`config.mk`:
```
export PLATFORM = sky130hd
export DESIGN_NAME = fmul_iter_norm
export DESIGN_NICKNAME = d
export VERILOG_FILES = /design/src/rtl/fmul_iter_norm.sv
export SDC_FILE = /design/constraint.sdc
export NUM_CORES = 1
export LEC_CHECK = 0
export CAP_MARGIN = 20
export CORE_UTILIZATION = 50
export DETAILED_ROUTE_END_ITERATION = 6
export PLACE_DENSITY = 0.76
export SETUP_SLACK_MARGIN = 0.2
export SYNTH_ARGS = -nofsm -noshare
export SYNTH_HDL_FRONTEND = slang
export SYNTH_SLANG_ARGS = --single-unit
```
`constraint.sdc`:
```
create_clock -name clk -period 4.19 [get_ports clk]
set_clock_uncertainty 0.15 [all_clocks]
set_input_delay 0.838 -clock clk [delete_from_list [all_inputs] [get_ports clk]]
set_output_delay 0.838 -clock clk [all_outputs]
set_load 0.005 [all_outputs]
```
`src/rtl/fmul_iter_norm.sv`:
```
// Iterative half-precision significand multiplier with normalisation and RNE rounding.
// Takes one aligned operand bundle at a time. The product is built by shift-and-add
// over 11 cycles, normalised one bit per cycle, then rounded and packed into an
// IEEE half. The result is held until the consumer accepts it.
module fmul_iter_norm (
  input  logic        clk,
  input  logic        rst,
  input  logic        in_valid,
  output logic        in_ready,
  input  logic [10:0] frac_a,
  input  logic [10:0] frac_b,
  input  logic [6:0]  exp_sum,
  input  logic        sign,
  input  logic        s_is_nan,
  input  logic        s_is_inf,
  input  logic [9:0]  inf_nan_frac,
  output logic        out_valid,
  input  logic        out_ready,
  output logic [15:0] result
);

  typedef enum logic [2:0] {S_IDLE, S_MUL, S_NORM, S_ROUND, S_HOLD} state_t;

  state_t             r_state;
  state_t             w_state_nxt;
  logic [10:0]        r_fa;
  logic [10:0]        r_fb;
  logic               r_sign;
  logic               r_nan;
  logic               r_inf;
  logic [9:0]         r_nan_frac;
  logic signed [7:0]  r_exp;
  logic [21:0]        r_p;
  logic [3:0]         r_cnt;
  logic [15:0]        r_result;
  logic               w_accept;
  logic               w_norm_done;

  // Round the normalised product to nearest-even and pack it, with special cases first.
  function automatic logic [15:0] round_pack(
    input logic              s,
    input logic              nan,
    input logic              inf,
    input logic [9:0]        nfrac,
    input logic [21:0]       p,
    input logic signed [7:0] e_in
  );
    logic [9:0]        mant;
    logic              guard;
    logic              sticky;
    logic              inc;
    logic [10:0]       m_sum;
    logic signed [8:0] e;
    logic [15:0]       res;
    e = {e_in[7], e_in};
    if (p[21]) begin
      mant   = p[20:11];
      guard  = p[10];
      sticky = |p[9:0];
      e      = e + 9'sd1;
    end else begin
      mant   = p[19:10];
      guard  = p[9];
      sticky = |p[8:0];
    end
    inc   = guard & (sticky | mant[0]);
    m_sum = {1'b0, mant} + {10'b0, inc};
    // A carry out of the mantissa means it rolled over to 1.0 of the next binade.
    if (m_sum[10]) e = e + 9'sd1;
    mant = m_sum[9:0];
    if (nan)                   res = {s, 5'h1F, nfrac};
    else if (inf && p == '0)   res = {1'b0, 5'h1F, 10'h200};
    else if (inf)              res = {s, 5'h1F, 10'h000};
    else if (p == '0)          res = {s, 15'h0};
    else if (e >= 9'sd31)      res = {s, 5'h1F, 10'h000};
    else if (e <= 9'sd0)       res = {s, 15'h0};
    else                       res = {s, e[4:0], mant};
    return res;
  endfunction

  assign in_ready    = (r_state == S_IDLE);
  assign out_valid   = (r_state == S_HOLD);
  assign result      = r_result;
  assign w_accept    = in_valid && in_ready;
  assign w_norm_done = r_p[21] | r_p[20] | (r_p == '0);

  // State register.
  always_ff @(posedge clk) begin
    if (rst) r_state <= S_IDLE;
    else     r_state <= w_state_nxt;
  end

  // Next-state selection.
  always_comb begin
    w_state_nxt = r_state;
    case (r_state)
      S_IDLE:  if (w_accept) w_state_nxt = S_MUL;
      S_MUL:   if (r_cnt == 4'd10) w_state_nxt = S_NORM;
      S_NORM:  if (w_norm_done) w_state_nxt = S_ROUND;
      S_ROUND: w_state_nxt = S_HOLD;
      S_HOLD:  if (out_ready) w_state_nxt = S_IDLE;
      default: w_state_nxt = S_IDLE;
    endcase
  end

  // Operand capture, shift-and-add, normalisation shifts and result register.
  always_ff @(posedge clk) begin
    if (rst) begin
      r_p      <= '0;
      r_cnt    <= '0;
      r_result <= '0;
    end else begin
      case (r_state)
        S_IDLE: begin
          if (w_accept) begin
            r_fa       <= frac_a;
            r_fb       <= frac_b;
            r_sign     <= sign;
            r_nan      <= s_is_nan;
            r_inf      <= s_is_inf;
            r_nan_frac <= inf_nan_frac;
            r_exp      <= {exp_sum[6], exp_sum};
            r_p        <= '0;
            r_cnt      <= '0;
          end
        end
        S_MUL: begin
          if (r_fb[r_cnt]) r_p <= r_p + ({11'b0, r_fa} << r_cnt);
          r_cnt <= r_cnt + 4'd1;
        end
        S_NORM: begin
          if (!w_norm_done) begin
            r_p   <= r_p << 1;
            r_exp <= r_exp - 8'sd1;
          end
        end
        S_ROUND: begin
          r_result <= round_pack(r_sign, r_nan, r_inf, r_nan_frac, r_p, r_exp);
        end
        default: ;
      endcase
    end
  end

endmodule
```
==> results of run 1 <==
==> registers in the layout, indices dropped and copies added (netlist names) <==
name / cells
r_p: 22
result: 16
r_fa: 11
r_fb: 11
r_nan_frac: 10
r_exp: 8
r_cnt: 4
r_state: 3
r_inf: 1
r_nan: 1
r_sign: 1
==> cells in the final DEF (no fill, tap or decap), types with 4 or more instances in the layout <==
master	count
ha_1	24
clkdlybuf4s50_1	62
nor4_1	4
nand3_1	19
o22ai_2	6
nand4_1	6
or3_1	5
clkbuf_16	9
xnor2_1	23
edfxtp_1	43
nor3_1	23
a211o_1	4
nor2b_1	6
nand2_1	68
o22ai_1	8
mux2i_1	20
a21oi_1	60
a31oi_1	7
nor2_1	87
and3_1	13
a22oi_1	13
inv_1	22
a32oi_1	6
xor2_1	10
a211oi_1	23
mux2_2	5
nand2b_1	9
o21ai_0	32
buf_4	25
o21a_1	5
dfxtp_1	42
a21o_1	11
==> cell families (layout without fill, tap and decap cells) <==
family,count (synthesis),after routing,synth area share [%]
AND/OR/NAND/NOR,266,266,20.67
AO/OA/AOI/OAI,212,212,23.00
multiplexers,32,32,5.866
buffers and inverters,73,130,4.881
flip-flops,88,88,35.19
adder cells (fa/ha/maj),28,28,5.745
XOR/XNOR,33,33,4.640
==> final timing paths <==
path / startpoint / to / cells past startpoint
setup / recovery: r_cnt[1] / r_p[21] / 13
hold / removal: result[15] / result[15] / 2
setup reg to reg: r_cnt[1] / r_p[21] / 13
hold reg to reg: result[15] / result[15] / 2
==> metrics by stage <==
step / hold slack (ps) / setup slack [ps] / area, um^2
final: 316.1 / 346.6 / 7475
after global routing: 369.2 / 137.1 / 7475
after CTS: 322.2 / 236.3 / 7335
after detailed placement: 312.9 / 137.0 / 7029
after global placement: 294.7 / 314.7 / 7029
after floorplan: 298.3 / 217.9 / 6230
==> metal layers <==
metal	vias up	routed length [um]
met1	2817	6996
li1	2812	-
met2	228	8017
met3	45	934
met5	-	0
met4	0	491
==> Yosys cell counts, types with 6 or more instances <==
cell       n
o22ai_1    8
xor2_1    10
a21o_1    11
and3_1    13
a31oi_1    7
nor3_1    25
o22ai_2    6
ha_1      27
xnor2_1   23
nand2_1   68
nor2b_1    6
nor2_1    90
edfxtp_1  43
a211oi_1  24
nand4_1    6
a22oi_1   13
o21ai_0   34
inv_1     22
a32oi_1    6
dfxtp_1   45
nand2b_1   9
nand3_1   19
mux2i_1   23
a21oi_1   60
clkbuf_1  39
==> timing repair <==
| action | 4_1_cts | 5_1_grt |
|---|---|---|
| setup buffers | 0 | 7 |
| pin swaps | 0 | 4 |
| endpoints found under the hold margin | 0 | 0 |
| endpoints found under the setup margin | 2 | 14 |
| resized for setup | 1 | 25 |
==> power groups by stage <==
stage	Sequential, mW	Clock (mW)	Combinational, mW
finish	1.24	0.833	1.76
global route	1.26	0.882	1.94
CTS	1.23	0.848	1.64
detailed placement	1.25	0	1.63
global placement	1.24	0	1.56
floorplan	1.17	0	1.23
==> final cells by class <==
class / count / area share [%]
multi-input cells: 571 / 51.22
flip-flops and latches: 88 / 29.41
repair buffers: 91 / 11.33
clock buffers: 9 / 3.013
well taps: 168 / 2.812
inverters: 23 / 1.155
clock inverters: 7 / 1.055
==> worst reg2reg max path, delay by kind of cell, from the launching register on <==
kind | cells | cell delay, ps
AO/OA/AOI/OAI | 6 | 1190
adder cells (fa/ha/maj) | 1 | 370
flip-flops | 1 | 410
multiplexers | 2 | 710
AND/OR/NAND/NOR | 4 | 950
==> results.cfg, run 1 <==
[outcome]
status = finished, final reports clean

[yosys]
netlist_area_um2 = 6228
yosysSeqAreaShare_pct = 35.19
synth_ff_type = dfxtp_1
netlist_instances = 732
syn_nets = 806
synth_seq_cells = 88
synth.largest_area_cell = edfxtp_1
ys_top_cells_by_area = edfxtp_1, dfxtp_1, ha_1
synth_edf_count = 43
yosys_warnings = 0
synthArstFlopShare_pct = 0
yosysUniqueCellTypes = 73
synth_top_area_share_pct = 20.73
syn_avg_cell_area_um2 = 8.509

[global_route]
grt_use_met2_pct = 43.82
grt_use_met3_pct = 3.773
grt.total_usage_pct = 26.27
grt_pass1_wl_mm = 27.03
grt_antenna_before_repair = 0
grt_max_degree = 46
grt_pass1_vias = 5626
overflow = 0
grt-busiest-layer = met2
grt_use_met1_pct = 33.57

[setup_path]
criticalPathCategory = reg -> reg
endpoint_kind = flop
crit_buf_inv = 0
crit_chain = mux2_2 > o21ai_1 > o21ai_0 > and2_1 > ha_1 > nand2_1 > or4_4 > a211o_1 > a21o_1 > a21o_1 > nand3_1 > mux2_1 > a21oi_1
max_stage_delay_ps = 530
r2r_slack_ps = 350
cp-start-kind = flop
cp_slowest_cell = or4_4
cp_max_fo = 10
cpLargestDelayFamily = compound AO/OA/AOI/OAI gates
arrival_ps = 3980
cp.required_ps = 4320
cpMostUsedCell = a21o_1

[detailed_routing]
via_per_inst = 6.167
drc = 0
drt_wl_total_mm = 16.44
wl_per_cell_um = 17.18
drtIter0Drc = 569
vias = 5902
drt_first_pass_iters = 5
ant_nets = 0

[sta]
tightest_slew_ps = 1079
fmax_mhz = 260.2
hold_viol = 0
rsz0062_at_grt = yes
setup_viol = 0
fin_tns_setup_ps = 0
drv_slew = 0
fin_crit_sh_pct = 91.73
min_period_ps = 3843
slew_headroom_pct = 28.06

[clock_network]
clkSinkCount = 88
clk_latency_ps = 360
cts_buffer_depth = 2
hold_buffers = 0
clk_pin_slew_worst_paths_ps = 70
htreeDepth = 3
cts_tree = done
root_buffer = clkbuf_16
numCtsBuffers = 9

[floorplanning]
rows = 40
fp.coreArea_um2 = 12060
num_io_pins = 64
die_w_um = 113.6
start_util_pct = 51.64
dieArea_um2 = 12910
die_h_um = 113.6

[finish]
stdcell_count = 957
fill_cells = 1020
post-route-util_pct = 61.97
fin_nets = 858
insertedDiodeCount = 0
layout-drive-gt1-share_pct = 11.79
regArea_um2 = 2198
syn_to_final_growth_pct = 20.01
multi_input_area_um2 = 3829

[power]
p_sw_mw = 1.565
intPower_mw = 2.267
comb_power_share_pct = 45.9
clock_power_share_pct = 21.7
total_power_mw = 3.832
leakage_nw = 2.757
power.density_nw_per_um2 = 512.7
irDropWorstVdd_mv = 0.3363
swShare_pct = 40.83
power_frac_seq_pct = 32.3

[place]
place.gp.congestion = 0.9636
place_inst = 934
place_hpwl_mm = 11.52
io_buffers = 63

[job]
drv_cap = 0

[min_path]
hold_class = reg -> reg
Power figures use the tool's default switching activity.
==> run 2, diff against run 1 <==
- SETUP_SLACK_MARGIN: 0.2 -> 0.02
- SKIP_LAST_GASP: default -> 1
==> results.cfg, run 2 (synthesized netlist as in run 1, its figures left out) <==
[setup_path]
r2r_cells = 16
crit_buf_inv = 1
max_stage_delay_ps = 570
cp-start-kind = flop
cpLargestDelayFamily = compound AO/OA/AOI/OAI gates
cp.depth = 16
arrival_ps = 4110
cp_slowest_cell = or4_1
crit_chain = buf_6 > mux2i_1 > nand2_1 > o21ai_0 > nor2_1 > a21oi_1 > o22ai_1 > ha_1 > nand2_1 > or4_1 > a211o_1 > a21o_1 > a21o_1 > nand3_1 > mux2_1 > a21oi_1
cp_max_fo = 18
cp.required_ps = 4320
endpoint_kind = flop
criticalPathCategory = reg -> reg

[finish]
stdcell_count = 949
layout-drive-gt1-share_pct = 8.835
multi_input_area_um2 = 3764
insertedDiodeCount = 0
fin_nets = 850
final_cell_mix = nor2_1, nand2_1, clkdlybuf4s50_1, a21oi_1, dfxtp_1
fill_cells = 1048
syn_to_final_growth_pct = 18.16
largest_reg_flops = 22
largest-register = r_p
final_common_cell = nor2_1
regArea_um2 = 2193

[min_path]
holdPathStages = 2
hold_class = reg -> reg

[global_route]
grt_antenna_before_repair = 0
grt_pass1_wl_mm = 25.88
grt_pass1_vias = 5440
grt_max_degree = 50
grt.total_usage_pct = 25.20
overflow = 0

[sta]
tightest_slew_ps = 1065
hold_viol = 0
whs_ps = 320.3
slew_headroom_pct = 29.03
rsz0062_at_grt = no
fin_crit_sh_pct = 94.97
worst_slack_ps = 210.7
setup_viol = 0
fmax_mhz = 251.3
min_period_ps = 3979
drv_slew = 0
fin_tns_setup_ps = 0

[clock_network]
hold_buffers = 0
root_buffer = clkbuf_16
numCtsBuffers = 9
htreeDepth = 3
post-cts-setup-buffer-count = 0
cts_buffer_depth = 2
clk_latency_ps = 360
clk_pin_slew_worst_paths_ps = 70
cts_tree = done
clkSinkCount = 88

[detailed_routing]
ant_nets = 0
vias = 5670
wl_met1_mm = 6.925
wl_per_cell_um = 16.31
drtIter0Drc = 393
met2_length_mm = 7.538
via_per_inst = 5.975
drt_first_pass_iters = 7
highest_layer = met4
wl_met3_um = 704
drc = 0
drt_wl_total_mm = 15.48

[place]
place.gp.congestion = 0.9439
place_hpwl_mm = 11.24
place_inst = 933
place_ws_ps = 150.1
io_buffers = 63

[floorplanning]
dieArea_um2 = 12910
rows = 40
die_w_um = 113.6
num_io_pins = 64
start_util_pct = 51.64
die_h_um = 113.6
fp.coreArea_um2 = 12060

[power]
power.density_nw_per_um2 = 512.8
leakage_nw = 2.711
irDropWorstVdd_mv = 0.3744

[outcome]
status = finished, final reports clean

[job]
drv_cap = 0
run 2: changes by cell type in the layout (fill, tap and decap cells not counted), moves of 3 or more:
cell,before,now
buf_4,25,19
ha_1,24,27
ha_2,3,0
mux2i_1,20,23
run 2: repair_timing:
item | CTS | global route
resized for setup | 0 | 4
endpoints found under the hold margin | 0 | 0
setup endpoints to repair | 0 | 9
run 2: worst min-delay path, delay by kind of cell, from the launching register on:
kind            cells  cell delay [ps]
flops               1              310
simple gates        1               50
compound gates      1               50
run 2: final timing paths:
check	startpoint	to	slack, ps
worst max-delay path	r_cnt[1]	r_p[21]	210
worst min-delay path	result[15]	result[15]	320
worst max register to register	r_cnt[1]	r_p[21]	210
worst min register to register	result[15]	result[15]	320
run 2: cell type report:
class                      count  share of cell area, %
tap                          168                  2.856
clock inverter                 7                  1.377
clock buffer                   9                  3.060
multi-input combinational    571                  51.14
inverter                      23                  1.173
timing repair buffer          83                  10.59
sequential                    88                  29.80
run 2: power by group:
part / internal, mW / switching, mW
Sequential: 1.06 / 0.173
Clock: 0.530 / 0.358
Combinational: 0.685 / 0.964
Total: 2.28 / 1.50
run 2: per-stage QoR:
step | instance area (um^2) | total power, mW | utilization [%]
final | 7360 | 3.774 | 61.02
after global routing | 7360 | 4.023 | 61.02
after CTS | 7348 | 3.759 | 60.92
after detailed placement | 7022 | 2.861 | 58.22
after global placement | 7022 | 2.814 | 58.22
after floorplan | 6228 | 2.400 | -
run 2: metal layers:
metal | global-route usage, % | vias up
li1 | - | 2785
met1 | 32.85 | 2683
met4 | 11.32 | 0
met5 | 0 | -
met3 | 3.082 | 21
met2 | 41.99 | 181
==> run 3, diff against run 2 <==
- DONT_BUFFER_PORTS: default -> 1
- PLACE_DENSITY: 0.76 -> 0.7
==> results.cfg, run 3 (synthesized netlist as in run 1, its figures left out) <==
[power]
swShare_pct = 40.11
power_frac_seq_pct = 33.9
clock_power_share_pct = 21.9
p_sw_mw = 1.443
total_power_mw = 3.596
irDropWorstVdd_mv = 0.3533
leakage_nw = 2.479
intPower_mw = 2.154
comb_power_share_pct = 44.2
power.density_nw_per_um2 = 534.8

[sta]
fin_crit_sh_pct = 93.17
rsz0062_at_grt = no
min_period_ps = 3904
drv_slew = 0
slew_headroom_pct = 29.01
hold_viol = 0
worst_slack_ps = 286.0
fin_tns_setup_ps = 0
tightest_slew_ps = 1065
fmax_mhz = 256.1
setup_viol = 0

[finish]
largest-register = r_p
layout-drive-gt1-share_pct = 9.709
insertedDiodeCount = 0
largest_reg_flops = 22
fin_area_um2 = 6724
final_common_cell = nor2_1
final_cell_mix = nor2_1, nand2_1, a21oi_1, dfxtp_1, edfxtp_1
fin_nets = 790
syn_to_final_growth_pct = 7.955

[clock_network]
clk_pin_slew_worst_paths_ps = 60
root_buffer = clkbuf_16
clkSinkCount = 88
cts_buffer_depth = 2
htreeDepth = 3
cts_tree = done
clk_latency_ps = 340
hold_buffers = 0
numCtsBuffers = 9

[detailed_routing]
vias = 5398
ant_nets = 0
drt_wl_total_mm = 14.66
drtIter0Drc = 389
wl_per_cell_um = 16.49
drt_first_pass_iters = 5
via_per_inst = 6.072
drc = 0

[setup_path]
cp-start-kind = flop
worstReg2RegEnd = r_p[15]
r2r_cells = 17
arrival_ps = 3970
rr_startpoint = r_cnt[1]
criticalPathCategory = reg -> reg
r2r_slack_ps = 290
cp_max_fo = 19
cp.required_ps = 4260
endpoint_kind = flop

[job]
drv_cap = 0

[min_path]
worstHoldStart = result[15]
holdPathStages = 2
min_to = result[15]
hold_class = reg -> reg

[floorplanning]
die_h_um = 113.6
start_util_pct = 51.64
rows = 40
die_w_um = 113.6
dieArea_um2 = 12910
num_io_pins = 64
fp.coreArea_um2 = 12060

[global_route]
grt.total_usage_pct = 23.43
grt_pass1_vias = 5057
grt_pass1_wl_mm = 24.12
grt_max_degree = 50
overflow = 0
grt_antenna_before_repair = 0

[place]
place_area_um2 = 6411
place.gp.congestion = 0.9731
place_hpwl_mm = 10.86
io_buffers = 0
place_ws_ps = 199.9

[outcome]
status = finished, final reports clean
## run 3: cell types whose count changed in the layout (fill, tap and decap cells not counted), sizes merged
cell,previous run,this run
buf,21,23
bufinv,2,1
clkbuf,9,11
clkdlybuf4s50,62,0
clkinv,1,2
inv,26,24
## run 3: worst max-delay path, stage by stage (launching register included)
cell      delay (ps)
dfxtp_2          400
buf_6            220
mux2i_1          260
mux2i_1          130
nand2_1           80
nand2_1           80
nand2_1           60
o21ai_0          130
ha_1             390
a21oi_1          220
o211ai_1         120
a221oi_1         430
a21oi_1          130
o21a_1           190
o21a_1           170
or3_1            310
a32oi_1          200
a211oi_1          90
## run 3: metal layers
metal  wire, um  vias to the layer above  global-route usage, %
met5          0                        -                      0
met4        227                        0                  7.456
met3        798                       23                  4.942
met2       7040                      164                  40.04
met1       6597                     2538                  29.59
li1           -                     2673                      -
## run 3: worst max-delay path by stage
stage          startpoint  endpoint  slack, ps
6_report         r_cnt[1]   r_p[15]        290
5_1_grt          r_cnt[1]   r_p[15]         10
4_1_cts          r_cnt[1]   r_p[21]        170
3_5_place_dp     r_cnt[1]   r_p[21]        200
3_3_place_gp     r_cnt[1]   r_p[16]        300
2_1_floorplan    r_cnt[1]   r_p[21]        150
## run 3: power groups by stage
stage / Sequential (mW) / Combinational, mW / Clock (mW)
3_5_place_dp: 1.24 / 1.55 / 0
4_1_cts: 1.22 / 1.55 / 0.801
5_1_grt: 1.24 / 1.76 / 0.834
3_3_place_gp: 1.23 / 1.50 / 0
2_1_floorplan: 1.17 / 1.23 / 0
6_report: 1.22 / 1.59 / 0.788
## run 3: layout make-up
type                       instances  area, um^2
fill                            1094        5338
clock buffer                      11       232.7
multi-input combinational        571        3769
inverter                          23       86.33
clock inverter                     5       56.30
timing repair buffer              23       176.4
sequential                        88        2193
tap                              168       210.2
## run 3: what timing repair did
action / CTS / global route
gates resized for setup: 0 / 5
buffers inserted: 0 / 1
endpoints found under the setup margin: 0 / 7
## run 3: metrics by stage
step                      hold slack, ps  util [%]  std cells
after floorplan                    298.3         -        732
after global placement             318.3     53.15        872
after detailed placement           321.1     53.15        872
after CTS                          329.3     55.55        888
after global routing               372.2     55.75        889
final                              328.8     55.75        889
